<file path="src/rtl/tag_pool_pkg.sv">
// Shared types for the tag pool controller: tag width, tag type and controller states.
package tag_pool_pkg;

  localparam int POOL_DEPTH = 8;
  localparam int POOL_TW    = $clog2(POOL_DEPTH);

  typedef logic [POOL_TW-1:0] tag_t;

  typedef enum logic {
    READY  = 1'b0,
    REFILL = 1'b1
  } pool_state_e;

endpackage

</file>
<file path="src/rtl/tag_pool_ctrl_rr_arbiter.sv">
// Combinational round-robin arbiter: grants the lowest requester at or above ptr, with wrap.
module rr_arbiter #(
  parameter  int N  = 4,
  localparam int PW = $clog2(N)
) (
  input  logic [N-1:0]  req,
  input  logic [PW-1:0] ptr,
  output logic [N-1:0]  gnt,
  output logic [PW-1:0] gnt_idx
);

  // Scan from farthest to nearest so the requester closest to ptr is the last writer and wins.
  always_comb begin
    gnt     = '0;
    gnt_idx = '0;
    for (int k = N - 1; k >= 0; k--) begin
      if (req[(int'(ptr) + k) % N]) begin
        gnt                       = '0;
        gnt[(int'(ptr) + k) % N]  = 1'b1;
        gnt_idx                   = PW'((int'(ptr) + k) % N);
      end
    end
  end

endmodule

</file>
<file path="src/rtl/tag_pool_ctrl.sv">
// Tag pool controller: circular free list of DEPTH tags shared by NREQ allocators through a
// round-robin arbiter, with one release per cycle and a DEPTH-cycle flush refill sequence.
module tag_pool_ctrl
  import tag_pool_pkg::*;
#(
  parameter  int NREQ  = 4,
  parameter  int DEPTH = 8,
  localparam int TW    = $clog2(DEPTH)
) (
  input  logic            clk,
  input  logic            rst,
  input  logic [NREQ-1:0] req,
  output logic [NREQ-1:0] gnt,
  output logic [TW-1:0]   gnt_tag,
  input  logic            rel_valid,
  input  logic [TW-1:0]   rel_tag,
  input  logic            flush,
  output logic            busy,
  output logic [TW:0]     free_cnt,
  output logic            empty,
  output logic            err_overflow
);

  localparam int          PW   = $clog2(NREQ);
  localparam logic [TW:0] FULL = (TW + 1)'(DEPTH);

  pool_state_e   state_q, state_d;
  logic [TW-1:0] mem_q [DEPTH];
  logic [TW-1:0] mem_d [DEPTH];
  logic [TW-1:0] head_q, head_d;
  logic [TW-1:0] tail_q, tail_d;
  logic [TW:0]   cnt_q, cnt_d;
  logic [PW-1:0] ptr_q, ptr_d;
  logic [TW-1:0] idx_q, idx_d;
  logic          err_q, err_d;

  logic [NREQ-1:0] arb_req;
  logic [NREQ-1:0] arb_gnt;
  logic [PW-1:0]   arb_idx;
  logic            grant;
  logic            rel_accept;
  logic            rel_overflow;
  logic            ready_open;

  assign ready_open   = (state_q == READY) && !flush;
  assign arb_req      = (ready_open && (cnt_q != '0)) ? req : '0;
  assign grant        = |arb_gnt;
  assign rel_accept   = ready_open && rel_valid && (cnt_q != FULL);
  assign rel_overflow = ready_open && rel_valid && (cnt_q == FULL);

  rr_arbiter #(.N(NREQ)) u_arb (
    .req     (arb_req),
    .ptr     (ptr_q),
    .gnt     (arb_gnt),
    .gnt_idx (arb_idx)
  );

  assign gnt          = arb_gnt;
  assign gnt_tag      = mem_q[head_q];
  assign busy         = (state_q == REFILL);
  assign free_cnt     = cnt_q;
  assign empty        = (cnt_q == '0);
  assign err_overflow = err_q;

  always_comb begin
    state_d = state_q;
    mem_d   = mem_q;
    head_d  = head_q;
    tail_d  = tail_q;
    cnt_d   = cnt_q;
    ptr_d   = ptr_q;
    idx_d   = idx_q;
    err_d   = err_q;
    case (state_q)
      READY: begin
        if (flush) begin
          state_d = REFILL;
          idx_d   = '0;
          cnt_d   = '0;
        end else begin
          if (grant) begin
            head_d = head_q + 1'b1;
            ptr_d  = (arb_idx == PW'(NREQ - 1)) ? '0 : arb_idx + 1'b1;
          end
          if (rel_accept) begin
            mem_d[tail_q] = rel_tag;
            tail_d        = tail_q + 1'b1;
          end
          if (rel_overflow) begin
            err_d = 1'b1;
          end
          case ({rel_accept, grant})
            2'b10:   cnt_d = cnt_q + 1'b1;
            2'b01:   cnt_d = cnt_q - 1'b1;
            default: cnt_d = cnt_q;
          endcase
        end
      end
      REFILL: begin
        // A flush during refill restarts the sweep, so busy covers DEPTH cycles after the last flush.
        if (flush) begin
          idx_d = '0;
        end else begin
          mem_d[idx_q] = idx_q;
          idx_d        = idx_q + 1'b1;
          if (idx_q == TW'(DEPTH - 1)) begin
            state_d = READY;
            head_d  = '0;
            tail_d  = '0;
            cnt_d   = FULL;
          end
        end
      end
      default: state_d = READY;
    endcase
  end

  always_ff @(posedge clk or posedge rst) begin
    if (rst) begin
      state_q <= READY;
      head_q  <= '0;
      tail_q  <= '0;
      cnt_q   <= FULL;
      ptr_q   <= '0;
      idx_q   <= '0;
      err_q   <= 1'b0;
      for (int i = 0; i < DEPTH; i++) begin
        mem_q[i] <= TW'(i);
      end
    end else begin
      state_q <= state_d;
      head_q  <= head_d;
      tail_q  <= tail_d;
      cnt_q   <= cnt_d;
      ptr_q   <= ptr_d;
      idx_q   <= idx_d;
      err_q   <= err_d;
      mem_q   <= mem_d;
    end
  end

  a_gnt_onehot0: assert property (@(posedge clk) disable iff (rst) $onehot0(gnt));
  a_gnt_legal:   assert property (@(posedge clk) disable iff (rst) (|gnt) |-> (!empty && !busy));
  a_cnt_bound:   assert property (@(posedge clk) disable iff (rst) cnt_q <= FULL);

endmodule

</file>
<file path="config.mk">
export PLATFORM = sky130hd
export DESIGN_NAME = tag_pool_ctrl
export DESIGN_NICKNAME = d
export VERILOG_FILES = /design/src/rtl/tag_pool_pkg.sv /design/src/rtl/tag_pool_ctrl_rr_arbiter.sv /design/src/rtl/tag_pool_ctrl.sv
export SDC_FILE = /design/constraint.sdc
export NUM_CORES = 1
export LEC_CHECK = 0
export ABC_AREA = 0
export CAP_MARGIN = 0
export CELL_PAD_IN_SITES_DETAIL_PLACEMENT = 1
export CELL_PAD_IN_SITES_GLOBAL_PLACEMENT = 2
export CORE_MARGIN = 5
export CORE_UTILIZATION = 37
export CTS_CLUSTER_DIAMETER = 150
export DETAILED_ROUTE_END_ITERATION = 12
export GPL_ROUTABILITY_DRIVEN = 0
export GPL_TIMING_DRIVEN = 0
export PLACE_DENSITY = 0.85
export SLEW_MARGIN = 25
export SYNTH_ARGS = -nofsm -noshare
export SYNTH_HDL_FRONTEND = slang
export SYNTH_SLANG_ARGS = --single-unit
</file>
<file path="constraint.sdc">
create_clock -name clk -period 4.1 [get_ports clk]
set_clock_uncertainty 0.05 [all_clocks]
set_input_delay 0.82 -clock clk [delete_from_list [all_inputs] [get_ports clk]]
set_output_delay 0.82 -clock clk [all_outputs]
set_load 0.05 [all_outputs]
</file>
# Yosys cells after proc, flatten, opt, wreduce, memory -nomap -nowiden
# Cells that the tools add are included.
dict set report op_classes {
  addsub 9
  order_cmp 13
  n_eq_ne 13
  mux 62
  bitwise_logic 8
  reduce_logical 24
}
# cell count
set op_table {}
lappend op_table {{2-to-1 mux 24 bit} 3}
lappend op_table {{bitwise mux 24 bit} 2}
lappend op_table {{case mux 24 bit (2 select lines)} 1}
lappend op_table {{2-to-1 mux 3 bit} 12}
lappend op_table {{2-to-1 mux 4 bit} 8}
lappend op_table {{demux 3 bit (select 3 bit)} 2}
lappend op_table {{case mux 3 bit (2 select lines)} 3}
lappend op_table {{case mux 4 bit (2 select lines)} 2}
lappend op_table {{2-to-1 mux 1 bit} 14}
lappend op_table {{>= comparator 4 bit (second input constant)} 3}
lappend op_table {{< comparator 3 x 4 -> 1 bit (second input constant)} 3}
lappend op_table {{NOT 3 -> 4 bit} 3}
lappend op_table {{AND reduction 3 bit} 4}
lappend op_table {{logical AND 1 bit} 11}
lappend op_table {{2-to-1 mux 2 bit} 5}
lappend op_table {{inequality test 2 bit (second input constant)} 5}
lappend op_table {{adder 3 x 1 -> 3 bit (second input constant)} 3}
lappend op_table {{binary-select mux 3 bit (select 3 bit)} 1}
lappend op_table {{>= comparator 3 x 1 -> 1 bit (second input constant)} 3}
lappend op_table {{binary-select mux 1 bit (select 2 bit)} 4}
lappend op_table {{demux 1 bit (select 2 bit)} 4}
lappend op_table {{< comparator 4 x 1 -> 1 bit (second input constant)} 2}
lappend op_table {{AND reduction 4 bit} 2}
lappend op_table {{OR reduction 2 bit} 3}
lappend op_table {{20 further kinds} 26}
dict set report word_totals {
  reg_bits 41
  out_inout_bits 14
  word_cells 144
}

# Logic depth before layout (Yosys ltp)
dict set report depth {
  ltp_word 16
  mapped_depth 18
}

# Modules after synthesis
# Synthesis repeated with hierarchy kept, for this count alone.
dict set report unflattened {
  hier_cells 279
  area_unflattened_um2 2742.6
}
# mod n_inst cells_per_inst area_each_um2
set by_module_without_submodules {}
lappend by_module_without_submodules {tag_pool_ctrl 1 219 2252.2}
lappend by_module_without_submodules {rr_arbiter 1 60 490.5}

# Worst setup path after synthesis
# Ideal clock, no wire load.
dict set report synth_timing {
  path_type {register to register}
  startpoint {reg ptr_q[0]}
  endpoint {reg cnt_q[3], in the netlist free_cnt[3]}
  setup_time_ns 0.079
  arrival_time_ns 4.213
  required_ns 3.971
  setup_slack_ns -0.242
  stages_incl_launch_ff 19
  n_path_buf 2
  synth_period_minus_slack_ns 4.342
  path_cell_list {dfrtp_1 > buf_6 > inv_1 > ha_1 > mux4_2 > nor4b_4 > a221oi_1 > a21oi_1 > nor4_4 > buf_6 > inv_1 > ha_1 > ha_1 > a21o_1 > a21oi_1 > xnor2_1 > nor2_1 > nor2_1 > o21ai_0}
}
dict set report synth_between {
  elab_chain_len 16
  elab_cells_between_ends 52
  classes_between {add/sub: 3; order compare: 8; eq/ne: 3; mux: 26; bitwise: 3; reduce/logical: 9}
}
# item line
set synth_rtl {}
lappend synth_rtl {{start, declared} tag_pool_ctrl.sv:33} ;# logic [PW-1:0] ptr_q, ptr_d;
lappend synth_rtl {{start signal, assigned} tag_pool_ctrl.sv:135} ;# ptr_q <= ptr_d;
lappend synth_rtl {{adder 2 bit} {tag_pool_ctrl_rr_arbiter.sv:17, tag_pool_ctrl_rr_arbiter.sv:19}}
lappend synth_rtl {{OR reduction 2 bit (no line)} n/a}
lappend synth_rtl {{bitwise AND 1 bit (no line)} n/a}
lappend synth_rtl {{< comparator 3 x 4 -> 1 bit (not written as such) or >= comparator 3 x 1 -> 1 bit (tied branches)} tag_pool_ctrl_rr_arbiter.sv:19} ;# gnt[(int'(ptr) + k) % N] = 1'b1;
lappend synth_rtl {{logical AND 1 bit (not written as such)} tag_pool_ctrl_rr_arbiter.sv:19}
lappend synth_rtl {{2-to-1 mux 1 bit (not written as such)} tag_pool_ctrl_rr_arbiter.sv:19}
lappend synth_rtl {{demux 1 bit (select 2 bit)} n/a}
lappend synth_rtl {{2-to-1 mux 4 bit (3 in a row)} tag_pool_ctrl_rr_arbiter.sv:17} ;# if (req[(int'(ptr) + k) % N]) begin
lappend synth_rtl {{2-to-1 mux 4 bit (*)} tag_pool_ctrl_rr_arbiter.sv:17}
lappend synth_rtl {{named net gnt[3]} tag_pool_ctrl.sv:13} ;# output logic [NREQ-1:0] gnt,
lappend synth_rtl {{OR reduction 4 bit (*)} tag_pool_ctrl.sv:47} ;# assign grant = |arb_gnt;
lappend synth_rtl {{equality test 2 x 1 -> 1 bit or equality test 2 bit (tied branches)} tag_pool_ctrl.sv:92} ;# case ({rel_accept, grant})
lappend synth_rtl {{case mux 4 bit (2 select lines)} tag_pool_ctrl.sv:92}
lappend synth_rtl {{2-to-1 mux 4 bit} tag_pool_ctrl.sv:76} ;# if (flush) begin
lappend synth_rtl {{case mux 4 bit (2 select lines)} tag_pool_ctrl.sv:74} ;# case (state_q)
lappend synth_rtl {{end signal, assigned} tag_pool_ctrl.sv:134} ;# cnt_q <= cnt_d;
lappend synth_rtl {{end, declared} tag_pool_ctrl.sv:32} ;# logic [TW:0] cnt_q, cnt_d;
# The timed path passes the listed nets; every way through them passes the cells marked *. The select of a mux whose other input is x is not followed.
# A chain may end at the register's enable or synchronous reset.

# Worst setup path in the final report
dict set report layout_timing {
  startpoint {in req[1]}
  endpoint {reg cnt_q[3], in the netlist free_cnt[3]}
}
dict set report layout_between {
  elab_chain_len 13
  elab_cells_between_ends 24
  classes_between {eq/ne: 3; mux: 19; reduce/logical: 2}
}
# item line
set layout_rtl {}
lappend layout_rtl {{start, declared} tag_pool_ctrl.sv:12} ;# input logic [NREQ-1:0] req,
lappend layout_rtl {{2-to-1 mux 4 bit (*)} tag_pool_ctrl.sv:46} ;# assign arb_req = (ready_open && (cnt_q != '0)) ? req : '0;
lappend layout_rtl {{binary-select mux 1 bit (select 2 bit)} tag_pool_ctrl_rr_arbiter.sv:17}
lappend layout_rtl {{2-to-1 mux 1 bit (not written as such) (2 in a row)} tag_pool_ctrl_rr_arbiter.sv:17}
lappend layout_rtl {{2-to-1 mux 4 bit (3 in a row)} tag_pool_ctrl_rr_arbiter.sv:17}
lappend layout_rtl {{2-to-1 mux 4 bit (*)} tag_pool_ctrl_rr_arbiter.sv:17}
lappend layout_rtl {{OR reduction 4 bit (*)} tag_pool_ctrl.sv:47}
lappend layout_rtl {{equality test 2 x 1 -> 1 bit or equality test 2 bit (tied branches)} tag_pool_ctrl.sv:92}
lappend layout_rtl {{case mux 4 bit (2 select lines)} tag_pool_ctrl.sv:92}
lappend layout_rtl {{2-to-1 mux 4 bit} tag_pool_ctrl.sv:76}
lappend layout_rtl {{case mux 4 bit (2 select lines)} tag_pool_ctrl.sv:74}
# Mark *: on every way between the ends. The rest lies on a longest branch, timed or not. The select of a mux whose other input is x is not followed.

==> flow_summary.toml <==
[status]
status = "finished, final reports clean"

[sta]
fmax_ghz = 0.254
maxSlewHeadroom_pct = 33.3
finalHoldViolations = 0
min_period_over_period_pct = 96.1
drv_slew = 0
setup_viol = 0
fin_crit_ns = 3.94
fin_ws_ns = 0.158
holdWs_ns = 0.436
rsz0062_at_grt = "false"
worstMarginPinSlew_ns = 0.991

[floorplanning]
num_rows = 31
die_height_um = 95.1
ioPinCount = 25
fp.dieW_um = 95.1
core_um2 = 7140
start_util_pct = 37.5
die_area_um2 = 9040

[setup_path]
crit_type = "input pin to flop"
cp-start-kind = "input pin"
critPathArrivalTime_ns = 4.12
timing.critical_path.mode_cell = "nor2_1"
end_kind = "flop"
worst-path-buf-inv = 4
crit_required_ns = 4.28
cp_slowest_cell = "mux4_2"
crit_chain = "dlygate4sd2_1 > mux4_2 > and3_2 > clkbuf_4 > a221oi_2 > a21oi_2 > nor4_4 > buf_6 > inv_1 > ha_2 > ha_1 > a21o_1 > a21oi_1 > xnor2_1 > nor2_1 > nor2_1 > o21ai_1"
slowest_delay_ns = 0.50
crit_family = "compound AO/OA/AOI/OAI gates"
worstPathMaxFanout = 8

[final_layout]
layout_common_cells = "27 x dfrtp_1, 26 x nand2_1, 19 x nor2_1"
drive_gt1_share_pct = 23.2
finalNonFillerCells = 401
final_common_cell = "dfrtp_1"
final_nets = 327
diodes = 0
fin_area_um2 = 3260
syn_to_final_growth_pct = 21.6

[synthesis]
synth_area_um2 = 2680
async_flop_share_pct = 100
synth_area_leaders = "dfrtp_1 26%, dfstp_2 13%, ha_1 6.5%"
netlist.area_leader.share_pct = 26.2
synth_simple_gate_area_share_pct = 20.8
synthDistinctLibCells = 54
yosys.area.top_type = "dfrtp_1"
yosys.area_share.adder_pct = 7.29
synth_xor_area_share_pct = 1.64
synth_top_family_by_area = "simple AND/OR/NAND/NOR gates"
synth-compound-area-share_pct = 15.0
syn_area_per_cell_um2 = 10.0
synth_edf_count = 0
synth_warnings = 0
synthCells = 267
synth_mux_area_share_pct = 11.8
ys_ff_latch = 41
yosysSeqAreaShare_pct = 38.9
synthFlopType = "dfrtp_1"
syn-num-nets = 293

[run]
max_cap_violations = 0

[place]
dp.cells = 389
dp_slack_ns = -0.669
placed_cell_area_um2 = 3060
portBuffers = 22
place_hpwl_um = 5380

[global_routing]
grt_max_degree = 27
grt_usage_pct = 17.4
grt_pass1_vias = 2379
antenna_found_initial = 0
grt_pass1_wl_um = 12400
grt_overflow = 0

[clocking]
cts_made_buffers = 5
path_clk_slew_ns = 0.08
cts_tree = "yes"
cts.sinks = 41
hold_buffers = 0
htreeDepth = 2
clockBufferDepth = 2
root_buffer = "clkbuf_8"
clkLatencyLatePin_ns = 0.30

[route]
ant_nets = 0
num_vias = 2222
dr.pass1.iters = 5
wire_per_inst_um = 18.0
routed_wl_um = 7220
drc_errors = 0
via_per_inst = 5.54
drt_first_iter_violations = 107

[pwr]
power_leakage_nw = 1.41
p_per_area_nw_per_um2 = 365
total_power_mw = 1.19
peakVddDrop_mv = 0.140

[hold_path]
hold_class = "flop to flop"
-- worst register-to-register path, delay by kind of cell (launching register included) --
family	cells	cell delay, ns
xor gates and xnor gates	1	0.09
and+or+nand+nor	4	0.80
adders and majority gates	3	0.82
buffers and inverters	3	0.35
DFF	1	0.49
muxes	1	0.35
AOI/OAI and AO/OA	5	0.88
-- routing by layer --
layer | wire, um | GRT usage (%)
met1 | 3410 | 24.6
met4 | 37 | 3.25
met2 | 3640 | 28.5
met3 | 131 | 2.37
met5 | 0 | 0
-- synth_stat cells, drive strengths merged, types with 2 or more instances --
master and instances:
a21oi 12, a221oi 4, a22o 6, a22oi 2
and2 2, and2b 4, and3 3, buf 4
clkbuf 7, dfrtp 28, dfstp 13, ha 14
inv 16, mux2 5, mux2i 5, mux4 9
nand2 26, nand2b 6, nand3 8, nand3b 2
nand4 4, nor2 19, nor2b 2, nor3 9
nor4 3, nor4b 2, o211ai 2, o21ai 18
o22a 4, o22ai 4, o32ai 2, or3 3
or3b 2, or4 3, xnor2 3, xor2 2
-- per-stage QoR --
| step | utilization (%) | TNS (ns) |
|---|---|---|
| 2_1_floorplan | - | 0 |
| 3_3_place_gp | 42.6 | -2.74 |
| 3_5_place_dp | 42.9 | -2.97 |
| 4_1_cts | 45.5 | 0 |
| 5_1_grt | 45.6 | 0 |
| 6_report | 45.6 | 0 |
-- what timing repair did --
item                                    in CTS  in global routing
setup buffers                                4                  0
pin swaps                                    1                  1
gates resized for setup                     15                 13
endpoints found under the setup margin       6                  4
-- flip-flops by register name, indices dropped and copies added, names as in the netlist --
name          cells
mem_q            24
free_cnt          4
head_q            3
idx_q             3
tail_q            3
ptr_q             2
busy              1
err_overflow      1
-- cells by family (layout without fill, tap and decap cells) --
logic type | Yosys count | in the layout
xor+xnor | 5 | 5
flops | 41 | 41
buf+inv | 27 | 62
mux | 19 | 19
fa+ha+maj | 15 | 15
simple gates | 100 | 100
compound gates | 60 | 60
-- power by group --
part / internal, mW / switching (mW) / total, mW
clock: 0.245 / 0.159 / 0.404
sequential: 0.474 / 0.0416 / 0.516
combinational: 0.113 / 0.155 / 0.268
total: 0.832 / 0.355 / 1.19
-- final timing paths --
| kind | slack, ns | cells after the start | from | to |
|---|---|---|---|---|
| setup / recovery | 0.16 | 17 | req[1] | free_cnt[3] |
| hold / removal | 0.44 | 2 | mem_q[2] | mem_q[2] |
| setup reg to reg | 0.19 | 17 | ptr_q[1] | free_cnt[3] |
| hold reg to reg | 0.44 | 2 | mem_q[2] | mem_q[2] |
| max in group asynchronous | 2.69 | 3 | rst | mem_q[16] |
| min in group asynchronous | 0.76 | 2 | rst | err_overflow |
-- final cells by class --
class	instances	area, um2
clock buffers	5	68.8
plain buffers	11	60.1
inverters	16	67.6
well taps	99	124
fillers	828	3880
multi-input cells	199	1580
flip-flops and latches	41	1040
clock inverters	3	68.8
repair buffers	27	245
Note: power is estimated with default switching activity, not from simulation.
